<file path="src/rtl/maj_pkg.sv">
// Shared types and constants for the majority-gate serial adder.
package maj_pkg;

  // Sequencer states: waiting for a start request, or shifting bits through the adder.
  typedef enum logic {
    IDLE = 1'b0,
    RUN  = 1'b1
  } state_t;

  // Default operand width used when the parent does not override WIDTH.
  localparam int MAJ_DEFAULT_WIDTH = 8;

  // Bit-counter width: enough to count 0 .. width-1 (width >= 2).
  function automatic int cnt_width(input int width);
    return $clog2(width);
  endfunction

endpackage

</file>
<file path="src/rtl/maj_fa.sv">
// Majority-gate full adder: MAJ3 produces the carry, MAJ5 produces the sum
// from (a, b, cin, ~cout, ~cout). Purely combinational.

module maj_3 (
  input  logic a,
  input  logic b,
  input  logic c,
  output logic y
);
  assign y = (a & b) | (a & c) | (b & c);
endmodule

module maj_5 (
  input  logic a,
  input  logic b,
  input  logic c,
  input  logic d,
  input  logic e,
  output logic y
);
  logic [2:0] ones;
  assign ones = 3'(a) + 3'(b) + 3'(c) + 3'(d) + 3'(e);
  assign y    = (ones >= 3'd3);
endmodule

module maj_fa (
  input  logic a,
  input  logic b,
  input  logic cin,
  output logic sum,
  output logic cout
);
  logic cout_n;

  maj_3 u_carry (
    .a (a),
    .b (b),
    .c (cin),
    .y (cout)
  );

  assign cout_n = ~cout;

  // Two copies of ~cout cancel the majority exactly when two or more inputs are set,
  // leaving the parity of a/b/cin.
  maj_5 u_sum (
    .a (a),
    .b (b),
    .c (cin),
    .d (cout_n),
    .e (cout_n),
    .y (sum)
  );
endmodule

</file>
<file path="src/rtl/maj_serial_adder.sv">
// Bit-serial WIDTH-bit adder around maj_fa: operands load in parallel on start,
// are added LSB-first one bit per clock, and the result is published in parallel
// with a one-cycle done pulse.
// Optional build macro: MAJ_SERIAL_OVF_EN adds a signed-overflow output ovf.

module maj_serial_adder
  import maj_pkg::*;
#(
  parameter int WIDTH = MAJ_DEFAULT_WIDTH
) (
  input  logic             clk,
  input  logic             rst,
  input  logic             start,
  input  logic [WIDTH-1:0] a,
  input  logic [WIDTH-1:0] b,
  input  logic             cin,
  output logic [WIDTH-1:0] sum,
  output logic             cout,
  output logic             busy,
  output logic             done
`ifdef MAJ_SERIAL_OVF_EN
  ,
  output logic             ovf
`endif
);

  localparam int             CW       = cnt_width(WIDTH);
  localparam logic [CW-1:0]  CNT_LAST = CW'(WIDTH - 1);
  localparam logic [CW-1:0]  CNT_ONE  = CW'(1);

  state_t           state_q,  state_d;
  logic [WIDTH-1:0] a_sh_q,   a_sh_d;
  logic [WIDTH-1:0] b_sh_q,   b_sh_d;
  logic [WIDTH-1:0] res_sh_q, res_sh_d;
  logic             carry_q,  carry_d;
  logic [CW-1:0]    cnt_q,    cnt_d;
  logic [WIDTH-1:0] sum_q,    sum_d;
  logic             cout_q,   cout_d;
  logic             done_q,   done_d;
`ifdef MAJ_SERIAL_OVF_EN
  logic             ovf_q,    ovf_d;
`endif

  logic fa_sum;
  logic fa_cout;

  // The single adder cell sees the current LSBs and the carry fed back from the previous bit.
  maj_fa u_fa (
    .a    (a_sh_q[0]),
    .b    (b_sh_q[0]),
    .cin  (carry_q),
    .sum  (fa_sum),
    .cout (fa_cout)
  );

  // Next-state logic: load on start in IDLE, shift one bit per clock in RUN, publish on the last bit.
  always_comb begin
    state_d  = state_q;
    a_sh_d   = a_sh_q;
    b_sh_d   = b_sh_q;
    res_sh_d = res_sh_q;
    carry_d  = carry_q;
    cnt_d    = cnt_q;
    sum_d    = sum_q;
    cout_d   = cout_q;
    done_d   = 1'b0;
`ifdef MAJ_SERIAL_OVF_EN
    ovf_d    = ovf_q;
`endif

    unique case (state_q)
      IDLE: begin
        if (start) begin
          a_sh_d  = a;
          b_sh_d  = b;
          carry_d = cin;
          cnt_d   = '0;
          state_d = RUN;
        end
      end
      RUN: begin
        // Sum bits enter at the MSB so that after WIDTH shifts bit 0 sits at the LSB.
        res_sh_d = {fa_sum, res_sh_q[WIDTH-1:1]};
        carry_d  = fa_cout;
        a_sh_d   = {1'b0, a_sh_q[WIDTH-1:1]};
        b_sh_d   = {1'b0, b_sh_q[WIDTH-1:1]};
        cnt_d    = cnt_q + CNT_ONE;
        if (cnt_q == CNT_LAST) begin
          sum_d   = {fa_sum, res_sh_q[WIDTH-1:1]};
          cout_d  = fa_cout;
          done_d  = 1'b1;
          state_d = IDLE;
`ifdef MAJ_SERIAL_OVF_EN
          // On the last bit carry_q holds the carry entering the MSB.
          ovf_d   = carry_q ^ fa_cout;
`endif
        end
      end
      default: state_d = IDLE;
    endcase
  end

  // State and datapath registers; reset aborts any operation immediately.
  always_ff @(posedge clk or posedge rst) begin
    if (rst) begin
      state_q  <= IDLE;
      a_sh_q   <= '0;
      b_sh_q   <= '0;
      res_sh_q <= '0;
      carry_q  <= 1'b0;
      cnt_q    <= '0;
      sum_q    <= '0;
      cout_q   <= 1'b0;
      done_q   <= 1'b0;
`ifdef MAJ_SERIAL_OVF_EN
      ovf_q    <= 1'b0;
`endif
    end else begin
      state_q  <= state_d;
      a_sh_q   <= a_sh_d;
      b_sh_q   <= b_sh_d;
      res_sh_q <= res_sh_d;
      carry_q  <= carry_d;
      cnt_q    <= cnt_d;
      sum_q    <= sum_d;
      cout_q   <= cout_d;
      done_q   <= done_d;
`ifdef MAJ_SERIAL_OVF_EN
      ovf_q    <= ovf_d;
`endif
    end
  end

  assign sum  = sum_q;
  assign cout = cout_q;
  assign busy = (state_q == RUN);
  assign done = done_q;
`ifdef MAJ_SERIAL_OVF_EN
  assign ovf  = ovf_q;
`endif

endmodule
</file>
<file path="config.mk">
export PLATFORM = sky130hd
export DESIGN_NAME = maj_serial_adder
export DESIGN_NICKNAME = d
export VERILOG_FILES = /design/src/rtl/maj_pkg.sv /design/src/rtl/maj_fa.sv /design/src/rtl/maj_serial_adder.sv
export SDC_FILE = /design/constraint.sdc
export NUM_CORES = 1
export LEC_CHECK = 0
export CORE_ASPECT_RATIO = 1.4
export CORE_MARGIN = 5
export CORE_UTILIZATION = 51
export CTS_CLUSTER_DIAMETER = 80
export DETAILED_ROUTE_END_ITERATION = 8
export PLACE_DENSITY_LB_ADDON = 0.15
export REMOVE_ABC_BUFFERS = 1
export SYNTH_ARGS = -nofsm -noshare
export SYNTH_HDL_FRONTEND = slang
export SYNTH_SLANG_ARGS = --single-unit
export TNS_END_PERCENT = 100
</file>
<file path="constraint.sdc">
create_clock -name clk -period 2.2 [get_ports clk]
set_clock_uncertainty 0.15 [all_clocks]
set_input_delay 0.22 -clock clk [delete_from_list [all_inputs] [get_ports clk]]
set_output_delay 0.22 -clock clk [all_outputs]
set_load 0.05 [all_outputs]
</file>
==> Flow_metrics.wiki, run 1 <==
{| class="wikitable"
! Metric !! Value
|-
| Result of the run || finished, final reports clean
|-
| Critical path startpoint category || flip-flop
|-
| RSZ-0062 raised after global routing || false
|-
| Input/output buffers || 30
|-
| Final RePlAce weighted congestion || 0.715
|-
| Count of TritonRoute iterations in the first routing pass || 3
|-
| Overflow after GRT || 0
|-
| Max Fclk || 516 MHz
|-
| Arrival time at the worst endpoint || 1.94 ns
|-
| Layout fillers || roughly 260
|-
| Post-synthesis async set-or-reset flop share || 100%
|-
| Max rail drop VDD || 0.772 mV
|-
| Antenna violations before repair || 0
|-
| Max-Cap Viols || 0
|-
| CTS Hold Buffers Added || 0
|-
| Total half-perimeter wirelength after legalization and detailed placement || slightly above 2000 µm
|-
| Clock edge transition at the registers on the reported setup and hold paths || 0.07 ns
|-
| Pleak || 0.000981 µW
|-
| Wire length of the first global-routing pass || 4960 µm
|-
| Final Hold Fails || 0
|-
| Final std cell area, no fill || 2090 µm²
|-
| Final sum of negative setup slack || 0 ns
|-
| Post-detailed-route DRC marker count || 0
|-
| Clock Sinks || 38
|-
| Clock network latency to the later pin of the worst-skew pair || 0.27 ns
|-
| Clk Tree Root Cell || sky130_fd_sc_hd__clkbuf_8
|-
| Cts bufs inserted || 5
|-
| Most frequent cell on the critical path || sky130_fd_sc_hd__fa_1
|-
| Nets || 195
|-
| Post-route minimum period || 1.94 ns
|-
| Number of nets with antenna violations after routing || 0
|-
| H-tree depth || 2
|-
| Tcrit/Tclk final || 88.1%
|-
| Dominant delay contributor by cell family on the critical path || adder cells
|-
| Std-Cell Core Area || between 3000 and 4000 µm²
|-
| Die extent in x || slightly below 60 µm
|-
| Dominant combinational cell family by area after synthesis || multiplexers
|-
| Critical-path top delay cell || sky130_fd_sc_hd__fa_1
|-
| Endpoint required time on the critical path || between 2 and 2.5 ns
|-
| Largest incremental delay on the critical path || a little under 0.5 ns
|-
| Cells resized by post-CTS repair || 0
|-
| Post-synthesis cell count || roughly 140
|-
| Clock tree from TritonCTS || done
|-
| WL final || between 2000 and 3000 µm
|-
| Biggest area contributors in the synthesized netlist || sky130_fd_sc_hd__dfrtp_1 57%, sky130_fd_sc_hd__mux2i_1 12%, sky130_fd_sc_hd__mux2_2 8.8%, sky130_fd_sc_hd__o21ai_0 4.8%, sky130_fd_sc_hd__nand2_1 3.6%
|-
| Via/cell ratio || roughly 5.2
|-
| Post-layout total power || 2970 µW
|-
| Library cell with the largest summed area after synthesis || sky130_fd_sc_hd__dfrtp_1
|-
| Share of the synthesized area in the top cell type || 57.1%
|-
| Power Density || between 1000 and 1500 nW/µm²
|-
| Avg Inst Size Synth || around 12 µm²
|-
| Area fraction in compound gates after synthesis || 6.46%
|-
| Number of placed I/O pins || 31
|-
| Synthesis warning total || 0
|-
| Synth cell types || 17
|-
| Placed cell areas || approximately 2000 µm²
|-
| Share of layout cells above drive strength 1 || around 14%
|-
| Die Y || ~78 µm
|-
| Dominant register cell in the synthesized netlist || sky130_fd_sc_hd__dfrtp_1
|-
| WL/cell || 13.3 µm
|-
| Post-synth top cells || 38 x sky130_fd_sc_hd__dfrtp_1, 20 x sky130_fd_sc_hd__mux2i_1, 16 x sky130_fd_sc_hd__nand2_1, 16 x sky130_fd_sc_hd__o21ai_0, 13 x sky130_fd_sc_hd__mux2_2
|-
| Count of final max-slew check failures || 0
|-
| Post-synthesis xor/xnor area fraction || 0%
|-
| Type of the tightest min-delay check || primary input to asynchronous set/reset pin
|-
| Flip-flop and latch count after synthesis || 38
|-
| Clock buffer depth || 2
|-
| Largest fanout of any net on the critical path || 3
|-
| FP Rows || 24
|-
| Maximum number of pins on one net before global-route repair || 39
|-
| Bufs and invs on worst path || 1
|-
| Headroom to the max-slew limit || between 60 and 70%
|-
| Cell chain of the critical path || inv_1, fa_1, fa_1, nor2b_1, a31oi_1
|-
| Vias in the first global route || approximately 1.2k
|-
| Worst slew pin tran || roughly 0.5 ns
|-
| Number of standard cells in the final layout excluding fillers || roughly 210
|-
| Post-CTS Setup Inserts || 0
|-
| Kind of end point of the critical path || flip-flop
|-
| Share of synthesized area spent on multiplexers || around 21%
|-
| N_diodes || 0
|-
| Sequential element share of the synthesized area || 57.1%
|-
| Setup-violating endpoint count in the final report || 0
|-
| Post-Syn Area || about 1700 µm²
|-
| Core Util, Final || around 67%
|-
| Post-Synth Adder-Cell Area || under 10%
|-
| P&R area growth vs syn || 25.2%
|-
| Initial core utilization || 53.4%
|-
| Placed cell count || roughly 200
|-
| Number of enable-type register cells in the synthesized netlist || 0
|-
| Most numerous cell in the Yosys netlist || sky130_fd_sc_hd__dfrtp_1
|-
| Area enclosed by the die boundary || 4530 µm²
|-
| GR Util All Layers || 14.3%
|-
| Number of vias in the routed layout || roughly 1.1k
|-
| Area fraction in and, or, nand and nor cells after synthesis || around 6.2%
|-
| Path type of the worst setup path || flip-flop to flip-flop
|-
| 1st-iter DRT viols || 15
|}
-- report_power, final --
| group | switching [µW] | leakage, µW | internal [µW] | total (µW) |
|---|---|---|---|---|
| Clock | 209 | 0.0000383 | 218 | 427 |
| Combinational | 762 | 0.000465 | 576 | 1340 |
| Sequential | 191 | 0.000478 | 1010 | 1200 |
| Total | 1160 | 0.000981 | 1810 | 2970 |
-- metrics by stage --
| stage | hold slack (ns) | setup slack, ns |
|---|---|---|
| after floorplan | 0.177 | -0.0451 |
| after global placement | 0.314 | 0.370 |
| after detailed placement | 0.324 | 0.282 |
| after CTS | 0.226 | 0.271 |
| after global routing | 0.268 | 0.157 |
| final | 0.216 | 0.263 |
-- registers in the layout (all words and copies together), names as in the netlist --
register and cells:
cnt_q 3, sum 8, cout 1, a_sh_q 8, busy 1, carry_q 1
done 1, res_sh_q 7, b_sh_q 8
-- layout by cell type, fill, tap and decap left out, drive strengths merged --
cell type	Yosys	routed
clkdlybuf4s50	0	29
clkbuf	1	7
a31oi	2	2
dfrtp	38	38
ha	4	4
inv	6	6
mux2	13	13
nor2	3	3
buf	6	5
nor2b	1	1
nand2	17	17
a21oi	3	3
mux2i	20	20
fa	2	2
nand2b	3	3
o21ai	16	16
-- layout make-up --
class / count / area, µm² / area share (%)
tap: 39 / 48.8 / 2.34
multi-input combinational: 84 / 647 / 31.0
clock buffer: 7 / 76.3 / 3.66
inverter: 6 / 22.5 / 1.08
timing repair buffer: 34 / 340 / 16.3
sequential: 38 / 951 / 45.6
-- logic make-up (layout without fill, tap and decap cells) --
| group | count (synthesis) | count (layout) |
|---|---|---|
| DFF | 38 | 38 |
| adders and majority gates | 6 | 6 |
| AOI/OAI and AO/OA | 21 | 21 |
| muxes | 33 | 33 |
| and+or+nand+nor | 24 | 24 |
| buffers and inverters | 13 | 47 |
-- worst reg2reg max path: stages, from the launching register on --
cell and delay (ns):
sky130_fd_sc_hd__dfrtp_1 0.39, sky130_fd_sc_hd__inv_1 0.09, sky130_fd_sc_hd__fa_1 0.49, sky130_fd_sc_hd__fa_1 0.43
sky130_fd_sc_hd__nor2b_1 0.16, sky130_fd_sc_hd__a31oi_1 0.10
-- worst paths after layout --
| kind | cells after the start | endpoint | slack, ns | start |
|---|---|---|---|---|
| min in group clk | 2 | b_sh_q[0] | 0.34 | b_sh_q[1] |
| worst max-delay path | 5 | sum[7] | 0.26 | carry_q |
| worst min register to register | 2 | b_sh_q[0] | 0.34 | b_sh_q[1] |
| max in group asynchronous | 3 | res_sh_q[5] | 1.36 | rst |
| worst min-delay path | 3 | res_sh_q[1] | 0.22 | rst |
| worst max register to register | 5 | sum[7] | 0.26 | carry_q |
-- per-layer routing --
metal / GRT usage [%] / part of all wire, % / vias to the layer above
met3: 5.81 / 5.6 / 7
met1: 14.8 / 40 / 529
met4: 6.96 / 2.8 / 0
met5: 0 / 0 / -
li1: - / - / 520
met2: 24.4 / 52 / 28
Note: power is estimated with default switching activity, not from simulation.
==> run 2: changes to the inputs <==
--- a/config.mk
+++ b/config.mk
@@ -15,4 +15,4 @@
 export SYNTH_ARGS = -nofsm -noshare
 export SYNTH_HDL_FRONTEND = slang
 export SYNTH_SLANG_ARGS = --single-unit
-export TNS_END_PERCENT = 100
+export TNS_END_PERCENT = 50
==> results of run 2 <==
No change in the layout: final DEF, timing and power equal those of run 1.
==> run 3: changes to the inputs <==
--- a/config.mk
+++ b/config.mk
@@ -7,7 +7,7 @@
 export LEC_CHECK = 0
 export CORE_ASPECT_RATIO = 1.4
 export CORE_MARGIN = 5
-export CORE_UTILIZATION = 51
+export CORE_UTILIZATION = 30
 export CTS_CLUSTER_DIAMETER = 80
 export DETAILED_ROUTE_END_ITERATION = 8
 export PLACE_DENSITY_LB_ADDON = 0.15
==> run 3 against run 2 <==
Net effect:
- register-to-register slack improved by 0.04 ns
- largest power group unchanged
- sequential power about the same
- routed wire length grew 3.4%
==> Flow_metrics.wiki, run 3 (same netlist as run 1, synthesis figures left out) <==
{| class="wikitable"
! Metric !! Value
|-
| Number of nets with antenna violations after routing || 0
|-
| Max Fclk || around 530 MHz
|-
| Initial core utilization || between 30% and 40%
|-
| 1st-iter DRT viols || 46
|-
| Worst path setup slack after routing || 0.307 ns
|-
| Type of the tightest min-delay check || primary input to asynchronous set/reset pin
|-
| Final std cell area, no fill || ~2100 µm²
|-
| Largest incremental delay on the critical path || just under 0.5 ns
|-
| Kind of end point of the critical path || flip-flop
|-
| Reg-to-reg critical path endpoint || sum[7]
|-
| Post-Place Setup Slack || 0.291 ns
|-
| Clock network latency to the later pin of the worst-skew pair || roughly 0.28 ns
|-
| Clock tree from TritonCTS || done
|-
| Bufs and invs on worst path || 1
|-
| H-tree depth || 2
|-
| Max rail drop VDD || just over 0.5 mV
|-
| Headroom to the max-slew limit || approximately two thirds
|-
| Wire length of the first global-routing pass || 5090 µm
|-
| Clock Sinks || 38
|-
| Clock buffer depth || 2
|-
| Number of vias in the routed layout || between 1k and 1.5k
|-
| Via/cell ratio || around 4.5
|-
| R2R Path Start || carry_q
|-
| Number of placed I/O pins || 31
|-
| GR Util All Layers || under 10%
|-
| Final hold slack || 0.203 ns
|-
| Worst slew pin tran || around 0.49 ns
|-
| Clk Tree Root Cell || sky130_fd_sc_hd__clkbuf_8
|-
| Count of final max-slew check failures || 0
|-
| P&R area growth vs syn || 27.3%
|-
| Final RePlAce weighted congestion || approximately 0.64
|-
| Most frequent cell on the critical path || sky130_fd_sc_hd__fa_1
|-
| Max-Cap Viols || 0
|-
| Critical-path top delay cell || sky130_fd_sc_hd__fa_1
|-
| Leading cell types in the layout, fill and taps excluded || 38 x sky130_fd_sc_hd__dfrtp_1, 29 x sky130_fd_sc_hd__clkdlybuf4s50_1, 20 x sky130_fd_sc_hd__mux2i_1
|-
| WL/cell || between 10 and 15 µm
|-
| Input/output buffers || 30
|-
| Clock edge transition at the registers on the reported setup and hold paths || ~0.070 ns
|-
| Cts bufs inserted || 5
|-
| Die Y || about 98 µm
|-
| Total half-perimeter wirelength after legalization and detailed placement || approximately 2000 µm
|-
| Path type of the worst setup path || flip-flop to flip-flop
|-
| Power Density || around 1400 nW/µm²
|-
| R2r setup slk || 0.31 ns
|-
| Die extent in x || between 70 and 80 µm
|-
| Share of layout cells above drive strength 1 || 14.2%
|-
| RSZ-0062 raised after global routing || false
|-
| Endpoint required time on the critical path || about 2.2 ns
|-
| Dominant delay contributor by cell family on the critical path || adder cells
|-
| Vias in the first global route || about 1.2k
|-
| Placed cell areas || slightly above 2000 µm²
|-
| N_diodes || 0
|-
| Antenna violations before repair || 0
|-
| Layout fillers || around 540
|-
| Overflow after GRT || 0
|-
| Maximum number of pins on one net before global-route repair || 39
|-
| Cells resized by post-CTS repair || 0
|-
| Post-detailed-route DRC marker count || 0
|-
| Setup-violating endpoint count in the final report || 0
|-
| Area enclosed by the die boundary || 7170 µm²
|-
| Post-CTS Setup Inserts || 0
|-
| Std-Cell Core Area || between 5000 and 6000 µm²
|-
| CTS Hold Buffers Added || 0
|-
| FP Rows || 32
|-
| Arrival time at the worst endpoint || 1.89 ns
|-
| WL final || roughly 2900 µm
|-
| Tcrit/Tclk final || 86.0%
|-
| Nets || about 200
|-
| Pleak || between 0.0009 and 0.001 µW
|-
| Result of the run || finished, final reports clean
|-
| Worst Reg-to-Reg Cells || 5
|-
| Commonest non-fill, non-tap cell in the layout || sky130_fd_sc_hd__dfrtp_1
|-
| Critical path startpoint category || flip-flop
|-
| Largest fanout of any net on the critical path || 3
|-
| Post-route minimum period || about 1.9 ns
|-
| Final Hold Fails || 0
|-
| Cell chain of the critical path || inv_1, fa_1, fa_1, nor2b_1, a31oi_1
|-
| Count of TritonRoute iterations in the first routing pass || 4
|}
-- run 3: cell counts in the layout (fill, tap and decap cells not counted) --
Identical to the previous run, type by type.
-- run 3: routing by layer --
layer	part of all wire [%]	track usage, %	routed length, µm	vias up
met1	41	10.3	1180	508
met5	0	0	0	-
met4	1.6	2.98	46	0
met2	50	14.8	1420	33
li1	-	-	-	522
met3	7.0	3.50	199	5
-- run 3: worst max-delay path by stage --
stage / startpoint / end / slack, ns / cells after the start
floorplan: busy / sum[0] / -0.05 / 2
global placement: carry_q / sum[7] / 0.36 / 5
detailed placement: carry_q / sum[7] / 0.29 / 5
CTS: carry_q / sum[7] / 0.27 / 5
global route: carry_q / sum[7] / 0.16 / 5
finish: carry_q / sum[7] / 0.31 / 5
-- run 3: through the flow --
| step | std cells | TNS (ns) | total power (µW) | util [%] |
|---|---|---|---|---|
| finish | 237 | 0 | 2950 | 39.0 |
| global route | 237 | 0 | 3200 | 39.0 |
| CTS | 237 | 0 | 3020 | 39.0 |
| detailed placement | 230 | 0 | 2570 | 37.6 |
| global placement | 230 | 0 | 2520 | 37.6 |
| floorplan | 128 | -0.316 | 2110 | - |
-- run 3: cell type report --
type / instances / area [µm²] / share of cell area (%)
flip-flops and latches: 38 / 951 / 44.8
multi-input cells: 84 / 647 / 30.5
repair buffers: 34 / 340 / 16.0
well taps: 68 / 85.1 / 4.01
clock buffers: 7 / 76.3 / 3.60
inverters: 6 / 22.5 / 1.06
-- run 3: worst min-delay path: stages --
cell and delay, ns:
sky130_fd_sc_hd__clkdlybuf4s50_1 0.39, sky130_fd_sc_hd__inv_1 0.05, sky130_fd_sc_hd__buf_4 0.41
-- run 3: where the power goes --
part	internal [µW]	switching, µW
registers	1010	189
logic	576	742
clock network	218	214
total	1810	1150
